<file path="src/rtl/shot_pkg.sv">
// Shared definitions for Reimu's shot controller. The boss bullet engine and the renderer use them too.
// Holds the FSM state type, the coordinate width, the playfield limits, the launch offset
// and the per-slot payload struct.
package shot_pkg;

  localparam int unsigned COORD_W     = 10;
  // One extra bit so that sums and differences of coordinates cannot wrap.
  localparam int unsigned CALC_W      = COORD_W + 1;
  localparam int unsigned PF_Y_TOP    = 8;
  localparam int unsigned PF_Y_BOTTOM = 432;
  localparam int unsigned PF_X_RIGHT  = 472;
  localparam int unsigned LAUNCH_YOFS = 16;

  typedef enum logic [1:0] {
    ST_IDLE     = 2'd0,
    ST_FIGHT    = 2'd1,
    ST_DEFEATED = 2'd2
  } shot_state_e;

  typedef struct packed {
    logic               valid;
    logic [COORD_W-1:0] x;
    logic [COORD_W-1:0] y;
  } shot_slot_t;

  // Tells whether a point lies inside the visible playfield.
  function automatic logic in_playfield(input logic [COORD_W-1:0] x, input logic [COORD_W-1:0] y);
    return (CALC_W'(x) <= CALC_W'(PF_X_RIGHT)) && (CALC_W'(y) <= CALC_W'(PF_Y_BOTTOM));
  endfunction

endpackage

</file>
<file path="src/rtl/shot_slot.sv">
// One player bullet slot. It holds a position, moves upward each active tick,
// retires at the top limit or on a boss hit, and loads a new shot when asked.
// Ports: clk22/rst (sync, active-high); active = fight tick; clear = drop the slot;
//        load/launch_x/launch_y = new shot; boss_x/boss_y = boss centre;
//        slot = registered {valid,x,y}; hit_c = combinational hit in the current tick.
module shot_slot
  import shot_pkg::*;
#(
  parameter int unsigned SPEED     = 16,
  parameter int unsigned HIT_HW    = 24,
  parameter int unsigned HIT_HH    = 24,
  parameter int unsigned TOP_LIMIT = PF_Y_TOP
) (
  input  logic               clk22,
  input  logic               rst,
  input  logic               active,
  input  logic               clear,
  input  logic               load,
  input  logic [COORD_W-1:0] launch_x,
  input  logic [COORD_W-1:0] launch_y,
  input  logic [COORD_W-1:0] boss_x,
  input  logic [COORD_W-1:0] boss_y,
  output shot_slot_t         slot,
  output logic               hit_c
);

  logic               valid_q, valid_d;
  logic [COORD_W-1:0] x_q, x_d;
  logic [COORD_W-1:0] y_q, y_d;
  logic [CALC_W-1:0]  bx_w, by_w, tx_w, ty_w;
  logic               in_box;

  // Hit-box test on start-of-tick values, done in the widened domain.
  always_comb begin
    bx_w   = CALC_W'(x_q);
    by_w   = CALC_W'(y_q);
    tx_w   = CALC_W'(boss_x);
    ty_w   = CALC_W'(boss_y);
    in_box = (by_w + CALC_W'(HIT_HH) > ty_w) && (by_w < ty_w + CALC_W'(HIT_HH)) &&
             (bx_w + CALC_W'(HIT_HW) > tx_w) && (bx_w < tx_w + CALC_W'(HIT_HW));
  end

  assign hit_c = valid_q && active && in_box;

  // Move or retire the slot. A load only arrives for a slot that was free at the start of the tick.
  always_comb begin
    valid_d = valid_q;
    x_d     = x_q;
    y_d     = y_q;
    if (clear) begin
      valid_d = 1'b0;
      x_d     = '0;
      y_d     = '0;
    end else if (active) begin
      if (hit_c) begin
        valid_d = 1'b0;
      end else if (valid_q) begin
        if (by_w < CALC_W'(TOP_LIMIT + SPEED)) valid_d = 1'b0;
        else                                   y_d     = COORD_W'(by_w - CALC_W'(SPEED));
      end
      if (load) begin
        valid_d = 1'b1;
        x_d     = launch_x;
        y_d     = launch_y;
      end
    end
  end

  always_ff @(posedge clk22) begin
    if (rst) begin
      valid_q <= 1'b0;
      x_q     <= '0;
      y_q     <= '0;
    end else begin
      valid_q <= valid_d;
      x_q     <= x_d;
      y_q     <= y_d;
    end
  end

  assign slot = '{valid: valid_q, x: x_q, y: y_q};

endmodule

</file>
<file path="src/rtl/reimu_shot_ctrl.sv">
// Reimu shot controller. It launches player shots, moves them through shot_slot instances,
// counts hits on the boss and tracks boss HP and defeat.
// Ports: clk22, rst (sync, active-high); boss = boss stage active; fire = fire key level;
//        reimux/reimuy = player centre; bossx/bossy = boss centre;
//        bullet_valid/bullet_x/bullet_y = slot state (slot i at [10i+9:10i]);
//        boss_hp = remaining HP; boss_hit = one-tick hit pulse; boss_defeated = HP reached 0.
// Build option: define POWER_SHOT_EN to make each hit remove 2 HP instead of 1.
module reimu_shot_ctrl
  import shot_pkg::*;
#(
  parameter int unsigned NUM_SLOTS    = 4,
  parameter int unsigned SPEED        = 16,
  parameter int unsigned COOLDOWN     = 3,
  parameter int unsigned BOSS_HP_INIT = 100,
  parameter int unsigned HIT_HW       = 24,
  parameter int unsigned HIT_HH       = 24,
  parameter int unsigned TOP_LIMIT    = PF_Y_TOP
) (
  input  logic                         clk22,
  input  logic                         rst,
  input  logic                         boss,
  input  logic                         fire,
  input  logic [COORD_W-1:0]           reimux,
  input  logic [COORD_W-1:0]           reimuy,
  input  logic [COORD_W-1:0]           bossx,
  input  logic [COORD_W-1:0]           bossy,
  output logic [NUM_SLOTS-1:0]         bullet_valid,
  output logic [COORD_W*NUM_SLOTS-1:0] bullet_x,
  output logic [COORD_W*NUM_SLOTS-1:0] bullet_y,
  output logic [7:0]                   boss_hp,
  output logic                         boss_hit,
  output logic                         boss_defeated
);

  localparam int unsigned HP_W     = 8;
  localparam int unsigned HP_EXT_W = HP_W + 1;
  localparam int unsigned HITS_W   = $clog2(NUM_SLOTS + 1);
  localparam int unsigned DMG_W    = HITS_W + 2;
  localparam int unsigned CD_W     = 8;
`ifdef POWER_SHOT_EN
  localparam int unsigned DMG      = 2;
`else
  localparam int unsigned DMG      = 1;
`endif

  shot_state_e          state_q, state_d;
  logic [HP_W-1:0]      hp_q, hp_d;
  logic                 boss_hit_q, boss_hit_d;
  logic                 defeated_q, defeated_d;
  logic [CD_W-1:0]      cooldown_q, cooldown_d;

  shot_slot_t           slot_out [NUM_SLOTS];
  logic [NUM_SLOTS-1:0] valid_vec;
  logic [NUM_SLOTS-1:0] slot_hit;
  logic [NUM_SLOTS-1:0] slot_load;
  logic                 slot_clear;
  logic                 fight_tick;
  logic                 launch_ok;
  logic                 found;
  logic [HITS_W-1:0]    hits;
  logic [DMG_W-1:0]     dmg;
  logic [HP_W-1:0]      hp_after;
  logic [COORD_W-1:0]   launch_y;

  // A tick that runs bullet motion and hit tests. Losing boss while in FIGHT aborts to IDLE.
  assign fight_tick = (state_q == ST_FIGHT) && boss;
  assign launch_y   = reimuy - COORD_W'(LAUNCH_YOFS);

  // Count this tick's hits and apply the damage, saturating at 0.
  always_comb begin
    hits = '0;
    for (int unsigned i = 0; i < NUM_SLOTS; i++) hits = hits + HITS_W'(slot_hit[i]);
    dmg = DMG_W'(hits) * DMG_W'(DMG);
    if (HP_EXT_W'(dmg) >= HP_EXT_W'(hp_q)) hp_after = '0;
    else                                   hp_after = HP_W'(HP_EXT_W'(hp_q) - HP_EXT_W'(dmg));
  end

  // FSM state register.
  always_ff @(posedge clk22) begin
    if (rst) state_q <= ST_IDLE;
    else     state_q <= state_d;
  end

  // FSM next-state logic.
  always_comb begin
    state_d = state_q;
    case (state_q)
      ST_IDLE:     if (boss) state_d = ST_FIGHT;
      ST_FIGHT: begin
        if (!boss)                state_d = ST_IDLE;
        else if (hp_after == '0)  state_d = ST_DEFEATED;
      end
      ST_DEFEATED: if (!boss) state_d = ST_IDLE;
      default:     state_d = ST_IDLE;
    endcase
  end

  // FSM outputs: the allocator, cooldown, HP and status next values.
  always_comb begin
    slot_load  = '0;
    found      = 1'b0;
    launch_ok  = fight_tick && (state_d == ST_FIGHT) && fire && (cooldown_q == '0) &&
                 (reimuy >= COORD_W'(LAUNCH_YOFS));
    // Only slots free at the start of the tick count. Slots that retire this tick wait one tick.
    for (int unsigned i = 0; i < NUM_SLOTS; i++) begin
      if (!found && !valid_vec[i]) begin
        slot_load[i] = launch_ok;
        found        = 1'b1;
      end
    end
    slot_clear = (state_d != ST_FIGHT);

    if (|slot_load)             cooldown_d = CD_W'(COOLDOWN);
    else if (cooldown_q != '0)  cooldown_d = cooldown_q - CD_W'(1);
    else                        cooldown_d = cooldown_q;

    if (state_d == ST_IDLE) hp_d = HP_W'(BOSS_HP_INIT);
    else if (fight_tick)    hp_d = hp_after;
    else                    hp_d = hp_q;

    boss_hit_d = fight_tick && (hits != '0);
    defeated_d = (state_d == ST_DEFEATED);
  end

  always_ff @(posedge clk22) begin
    if (rst) begin
      hp_q       <= HP_W'(BOSS_HP_INIT);
      boss_hit_q <= 1'b0;
      defeated_q <= 1'b0;
      cooldown_q <= '0;
    end else begin
      hp_q       <= hp_d;
      boss_hit_q <= boss_hit_d;
      defeated_q <= defeated_d;
      cooldown_q <= cooldown_d;
    end
  end

  for (genvar gi = 0; gi < NUM_SLOTS; gi++) begin : g_slot
    shot_slot #(
      .SPEED     (SPEED),
      .HIT_HW    (HIT_HW),
      .HIT_HH    (HIT_HH),
      .TOP_LIMIT (TOP_LIMIT)
    ) u_slot (
      .clk22    (clk22),
      .rst      (rst),
      .active   (fight_tick),
      .clear    (slot_clear),
      .load     (slot_load[gi]),
      .launch_x (reimux),
      .launch_y (launch_y),
      .boss_x   (bossx),
      .boss_y   (bossy),
      .slot     (slot_out[gi]),
      .hit_c    (slot_hit[gi])
    );
    assign valid_vec[gi]                      = slot_out[gi].valid;
    assign bullet_x[COORD_W*gi +: COORD_W]    = slot_out[gi].x;
    assign bullet_y[COORD_W*gi +: COORD_W]    = slot_out[gi].y;
  end

  assign bullet_valid  = valid_vec;
  assign boss_hp       = hp_q;
  assign boss_hit      = boss_hit_q;
  assign boss_defeated = defeated_q;

endmodule

</file>
<file path="config.mk">
export PLATFORM = sky130hd
export DESIGN_NAME = reimu_shot_ctrl
export DESIGN_NICKNAME = d
export VERILOG_FILES = /design/src/rtl/shot_pkg.sv /design/src/rtl/shot_slot.sv /design/src/rtl/reimu_shot_ctrl.sv
export SDC_FILE = /design/constraint.sdc
export NUM_CORES = 1
export LEC_CHECK = 0
export BUFFER_PORTS_ARGS = -buffer_cell sky130_fd_sc_hd__buf_2
export CAP_MARGIN = 20
export CORE_ASPECT_RATIO = 1.4
export CORE_MARGIN = 1.5
export CORE_UTILIZATION = 60
export CTS_BUF_LIST = sky130_fd_sc_hd__clkbuf_4
export DETAILED_ROUTE_END_ITERATION = 8
export HOLD_SLACK_MARGIN = 0.12
export PLACE_DENSITY = 0.83
export SYNTH_ARGS = -nofsm -noshare
export SYNTH_HDL_FRONTEND = slang
export SYNTH_SLANG_ARGS = --single-unit
</file>
<file path="constraint.sdc">
create_clock -name clk22 -period 8.37 [get_ports clk22]
set_input_delay 0.837 -clock clk22 [delete_from_list [all_inputs] [get_ports clk22]]
set_output_delay 0.837 -clock clk22 [all_outputs]
set_load 0.005 [all_outputs]
</file>
Word level (Yosys, flattened, before mapping)
Index checks and enable logic that the tools add are counted.

word-level totals
  word-level logic and storage cells = 177
  output and inout port bits = 94
  input bits = 44
  register bits after elaboration = 104

cells by class
  add/subtract/negate cells = 20
  equality and inequality tests = 13
  reductions and logical operators = 57
  magnitude comparators = 22
  mux-type cells = 47

operators with widths
  kind                   count
  $mux 10                16
  $add 10x5->11 const B  10
  $gt 11x10->1           8
  $lt 10x11->1           8
  $sub 10x5->10 const B  5
  $lt 10x5->1 const B    4
  $logic_and 1x1->1      29
  $mux 1                 23
  $ne 2x1->1 const B     9
  $logic_not 8->1        2
  $reduce_and 4->1       4
  $mux 2                 6
  $ge 10x5->1 const B    1
  $reduce_bool 2->1      5
  $ge 3x8->1             1
  $mux 8                 1
  $reduce_and 2->1       4
  $reduce_bool 8->1      1
  $sub 8x1->8 const B    1
  $sub 8x3->8            1
  $pmux 2 s3             1
  $logic_not 1->1        5
  $reduce_or 5->1        1
  $eq 2x1->1 const B     2
  8 further kinds        11

Logic depth before layout (Yosys ltp)
  depth in word-level cells = 23
  gate-level depth with buffers = 29
  depth with buffers taken out = 26

By module
Synthesis repeated with hierarchy kept, for this count alone.

unflattened totals
  cell total of the unflattened synthesis = 1,346
  area, all modules = 10,627.7 um2

modules (own cells, without submodules)
  module                            seq. area each (um2)  cells an instance  area an instance (um2)  times used
  shot_slot (g_slot[0].u_slot ...)  420.4                 297                2,321.0                 3
  shot_slot (g_slot[2].u_slot)      420.4                 287                2,227.1                 1
  reimu_shot_ctrl                   400.4                 168                1,437.6                 1

Least setup slack after synthesis
Ideal clock, no wire load.

  kind = input-to-reg
  start = input port bossy[3]
  end = register g_slot[1].u_slot.y_q[7]
  path slack = 2,314 ps
  buffers on the path = 1
  setup time = 86 ps
  data arrival time = 5,969 ps
  data required time = 8,284 ps
  stages on the path = 26
  cell sequence = inv_1 > ha_1 > nor3_1 > xnor2_1 > ha_1 > a2111oi_0 > nand2_1 > a31oi_1 > o32a_1 > nand4_1 > inv_1 > ha_1 > xor2_1 > ha_1 > ha_1 > inv_1 > fa_1 > a211o_4 > a211oi_2 > o311ai_0 > o21bai_4 > o21a_2 > and2_1 > buf_6 > a22o_1 > a221oi_2

between the ends
  longest elaborated chain between the ends = 23
  elaborated cells between the ends (all ways) = 48
  classes of those cells = add/sub: 5; order compare: 9; eq/ne: 4; mux: 6; reduce/logical: 24

ends and longest elaborated chain
  what                                                       line                    source
  from (decl)                                                reimu_shot_ctrl.sv:26   input logic [COORD_W-1:0] bossy,
  $add 10x5->11                                              shot_slot.sv:39         in_box = (by_w + CALC_W'(HIT_HH) > ty_w) && (by_w < ty_w + CALC_W'(HIT_HH)) &&
  $lt 10x11->1                                               shot_slot.sv:39
  $logic_and 1x1->1 (2 in a row)                             shot_slot.sv:39
  $logic_and 1x1->1                                          shot_slot.sv:40         (bx_w + CALC_W'(HIT_HW) > tx_w) && (bx_w < tx_w + CALC_W'(HIT_HW));
  $logic_and 1x1->1                                          shot_slot.sv:43         assign hit_c = valid_q && active && in_box;
  $add 1x1->2                                                reimu_shot_ctrl.sv:72   for (int unsigned i = 0; i < NUM_SLOTS; i++) hits = hits + HITS_W'(slot_hit[i]);
  $add 2x1->3                                                reimu_shot_ctrl.sv:72
  $add 3x1->3                                                reimu_shot_ctrl.sv:72
  (+3 left out)                                              --
  $mux 2                                                     reimu_shot_ctrl.sv:91   else if (hp_after == '0) state_d = ST_DEFEATED;
  $mux 2                                                     reimu_shot_ctrl.sv:90   if (!boss) state_d = ST_IDLE;
  $pmux 2 s3                                                 reimu_shot_ctrl.sv:87   case (state_q)
  $eq 2x1->1                                                 reimu_shot_ctrl.sv:102  launch_ok = fight_tick && (state_d == ST_FIGHT) && fire && (cooldown_q == '0) &&
  $logic_and 1x1->1 (4 in a row)                             reimu_shot_ctrl.sv:102
  $mux 1                                                     reimu_shot_ctrl.sv:106  if (!found && !valid_vec[i]) begin
  $ne 2x1->1 (no line) or $reduce_bool 2->1 (tied branches)  --
  $reduce_and 4->1 (no line)                                 --
  to (signal assigned)                                       shot_slot.sv:77         y_q <= y_d;
  to (decl)                                                  shot_slot.sv:29         logic [COORD_W-1:0] y_q, y_d;

Parallel ways exist; a longest one is shown, timed or not.
A chain may end at the register's enable or synchronous reset.

Worst setup path in the final report
  start = register g_slot[1].u_slot.y_q[4]
  end = register g_slot[1].u_slot.y_q[7]

between the ends
  longest elaborated chain between the ends = 23
  elaborated cells between the ends (all ways) = 35
  classes of those cells = add/sub: 6; order compare: 4; eq/ne: 4; mux: 9; reduce/logical: 12

ends and longest elaborated chain
  what                                                       line
  $add 10x5->11                                              shot_slot.sv:39
  $gt 11x10->1                                               shot_slot.sv:39
  $logic_and 1x1->1 (2 in a row)                             shot_slot.sv:39
  $logic_and 1x1->1                                          shot_slot.sv:40
  $logic_and 1x1->1                                          shot_slot.sv:43
  $add 1x1->2                                                reimu_shot_ctrl.sv:72
  $add 2x1->3                                                reimu_shot_ctrl.sv:72
  $add 3x1->3                                                reimu_shot_ctrl.sv:72
  (+3 left out)                                              --
  $mux 2                                                     reimu_shot_ctrl.sv:91
  $mux 2                                                     reimu_shot_ctrl.sv:90
  $pmux 2 s3                                                 reimu_shot_ctrl.sv:87
  $eq 2x1->1                                                 reimu_shot_ctrl.sv:102
  $logic_and 1x1->1 (4 in a row)                             reimu_shot_ctrl.sv:102
  $mux 1                                                     reimu_shot_ctrl.sv:106
  $ne 2x1->1 (no line) or $reduce_bool 2->1 (tied branches)  --
  $reduce_and 4->1 (no line)                                 --

Parallel ways exist; a longest one is shown, timed or not. The select of a mux whose other input is x is not followed.

==> flow_metrics.py <==
metrics = {
    "place": {
        "hpwl_mm": 24.09,
        "place_ws_ns": 0.9887,
        "place_area_mm2": 0.01010,
        "gp_congestion": 1.043,
        "io_buffers": 137,
    },
    "cts": {
        "cts_buffers": 9,
        "clockBufferDepth": 2,
        "cts.repair.resized": 0,
        "clk_latency_ns": 0.49,
        "cts_setup_buffers": 0,
        "clk_pin_slew_ns": 0.19,
        "h-tree-depth": 3,
        "clockRootBuffer": "clkbuf_4",
        "clock-sinks": 104,
        "hold_buffers": 0,
        "cts_tree": "yes",
    },
    "yosys": {
        "synth_top_cells_by_area": "ha_1 (23%), dfxtp_1 (22%), a21oi_1 (7.1%)",
        "synth_top_family_by_area": "adder cells",
        "synth_top_cell_area_share": 0.2300,
        "synth_edf_count": 0,
        "ys_warn_count": 0,
        "synth_nets": 1382,
        "synth-simple-area-share": 0.2104,
        "synthAdderAreaFrac": 0.2321,
        "synth_xor_area_frac": 0.05931,
        "ys_seq_elements": 104,
        "syn_avg_cell_area_um2": 7.978,
        "synth.yosys.seq_area_share": 0.2238,
        "synth_top_cell_by_area": "ha_1",
        "ys.flop_type": "dfxtp_1",
        "async_reset_ff_frac": 0,
        "synth-compound-area-share": 0.2202,
        "synth_cell_type_count": 86,
        "synthesis.instances": 1166,
        "synth_mux_area_frac": 0.005111,
        "synth_area_mm2": 0.009303,
    },
    "critical_path": {
        "start_kind": "flop",
        "path_max_fanout": 19,
        "crit_required_ns": 8.79,
        "critPathMaxStageDelay_ns": 0.58,
        "critPathBufInv": 3,
        "critical_path.most_common_cell": "ha_1",
        "path_class": "flop to flop",
        "end_kind": "flop",
        "critPathTopFamily": "compound AO/OA/AOI/OAI gates",
        "cp_slowest_cell": "and2_1",
        "crit_arrival_ns": 7.53,
    },
    "global_route": {
        "gr-total-overflow": 0,
        "track_usage": 0.3792,
        "antenna_found_initial": 3,
        "grt_pass1_wl_mm": 47.17,
        "grt_pass1_vias": 8867,
        "grt_max_degree": 48,
    },
    "floorplanning": {
        "initial_core_util": 0.6153,
        "die_h_um": 150.3,
        "fp.coreArea_mm2": 0.01512,
        "pin_count": 138,
        "die_w_um": 108.2,
        "die-area_mm2": 0.01627,
        "rows": 53,
    },
    "timing": {
        "period_needed_ns": 7.110,
        "slew_viol_final": 0,
        "slew-limit-headroom": 0.3548,
        "tns_ns": 0,
        "fin_worst_skew_ns": 0.04058,
        "rsz0062_at_grt": "no",
        "holdWs_ns": 0.4837,
        "finalSetupViolCount": 0,
        "setup_slack_ns": 1.260,
        "timing.fmax_mhz": 140.6,
        "hold_viol_final": 0,
        "worst_slew_pin_slew_ns": 0.9650,
        "period_share": 0.8495,
    },
    "detailed_routing": {
        "drc": 0,
        "highest_layer": "met4",
        "dr_wl_met3_mm": 1.971,
        "m1WireLength_mm": 11.26,
        "met2_length_mm": 14.93,
        "antenna_left": 0,
        "vias": 9400,
        "wl_mm": 30.52,
        "drt-initial-drc-count": 734,
        "wl_per_cell_um": 20.59,
        "firstDrtPassIters": 5,
        "avgViaCountPerCell": 6.343,
    },
    "power_and_ir_drop": {
        "powerDensity_mw_per_mm2": 103.8,
        "leakagePower_nw": 4.547,
        "irDropWorstVdd_mv": 0.1233,
    },
    "run_status": {
        "status": "completed",
    },
    "cells_and_area": {
        "final_cell_area_mm2": 0.01025,
        "nFillCells": 1365,
        "final_nets": 1500,
        "syn_to_final_growth_pct": 10.20,
        "drive_gt1_frac": 0.1497,
    },
    "run": {
        "cap_violations": 0,
    },
    "min_path": {
        "hold_path.class": "flop to flop",
    },
}
-- worst min-delay path: stages, from the launching register on --
cell     delay, ns
dfxtp_1       0.36
nand2_1       0.06
a21oi_1       0.05
-- Yosys cell counts, types with 6 or more instances --
| cell | instances |
|---|---|
| and3_1 | 6 |
| a211oi_1 | 15 |
| or3_1 | 7 |
| or4_1 | 7 |
| o211ai_1 | 10 |
| o2111ai_1 | 9 |
| a21o_1 | 16 |
| nand3_1 | 28 |
| o21ai_0 | 49 |
| nand4_1 | 21 |
| dfxtp_1 | 104 |
| or2_2 | 6 |
| nand3b_1 | 13 |
| o21a_1 | 7 |
| a211o_1 | 6 |
| a22oi_1 | 6 |
| ha_1 | 171 |
| xor2_1 | 17 |
| xnor2_1 | 46 |
| and2_1 | 8 |
| and4_1 | 6 |
| nor2_1 | 64 |
| clkbuf_1 | 19 |
| inv_1 | 73 |
| a31oi_1 | 8 |
| nor3_1 | 21 |
| buf_2 | 7 |
| a21oi_1 | 132 |
| nand2_1 | 176 |
| buf_4 | 6 |
-- cells by family (layout without fill, tap and decap cells) --
group | count (synthesis) | in the layout
xor gates and xnor gates | 63 | 63
DFF | 104 | 104
and+or+nand+nor | 396 | 396
muxes | 4 | 4
buffers and inverters | 109 | 232
AOI/OAI and AO/OA | 318 | 318
other | 0 | 1
adders and majority gates | 172 | 172
-- per-layer routing --
metal / up-vias / GRT usage
met3: 128 / 0.06667
met1: 4400 / 0.4078
met5: - / 0
met2: 403 / 0.6684
li1: 4469 / -
met4: 0 / 0.2599
-- final cells by class --
type                       count  area (um^2)  area share
multi-input combinational    953         6775      0.6609
sequential                   104         2082      0.2031
timing repair buffer         142        723.2     0.07055
inverter                      74        277.8     0.02710
tap                          192        240.2     0.02343
clock buffer                  10        75.07    0.007323
clock inverter                 6        75.07    0.007323
antenna                        1        2.502   0.0002441
-- cell usage in the layout, fill, tap and decap left out, drive strengths merged, types with 24 or more instances in the layout --
cell,n
a21oi,132
buf,142
dfxtp,104
ha,171
inv,75
nand2,176
nand3,28
nor2,65
nor3,24
o21ai,51
xnor2,46
-- flip-flops by register name (all words and copies together), names as in the netlist --
register	count
g_slot.u_slot.y_q	40
boss_defeated	1
boss_hp	8
g_slot.u_slot.x_q	40
g_slot.u_slot.valid_q	4
cooldown_q	8
state_q	2
boss_hit	1
-- power by group --
group	leakage (nW)	switching [mW]	total, mW	internal [mW]
Combinational	3.63	0.153	0.251	0.0980
Clock	0.0791	0.186	0.285	0.0987
Sequential	0.839	0.0171	0.528	0.511
-- path summary, 6_finish.rpt --
| kind | from | end | slack [ns] | cells after the start |
|---|---|---|---|---|
| hold reg to reg | g_slot[1].u_slot.x_q[2]$_SDFFE_PP0P_ | g_slot[1].u_slot.x_q[2]$_SDFFE_PP0P_ | 0.48 | 2 |
| setup reg to reg | g_slot[1].u_slot.y_q[4]$_SDFFE_PP0P_ | g_slot[1].u_slot.y_q[7]$_SDFFE_PP0P_ | 1.26 | 25 |
| setup / recovery | g_slot[1].u_slot.y_q[4]$_SDFFE_PP0P_ | g_slot[1].u_slot.y_q[7]$_SDFFE_PP0P_ | 1.26 | 25 |
| hold / removal | g_slot[1].u_slot.x_q[2]$_SDFFE_PP0P_ | g_slot[1].u_slot.x_q[2]$_SDFFE_PP0P_ | 0.48 | 2 |
-- metrics by stage --
| step | power (mW) | utilization | instances |
|---|---|---|---|
| 2_1_floorplan | 0.7012 | - | 1166 |
| 3_3_place_gp | 0.7754 | 0.6679 | 1465 |
| 3_5_place_dp | 0.7846 | 0.6679 | 1465 |
| 4_1_cts | 1.064 | 0.6778 | 1481 |
| 5_1_grt | 1.118 | 0.6780 | 1482 |
| 6_report | 1.064 | 0.6780 | 1482 |
No activity file was read; power rests on OpenSTA's default activity.
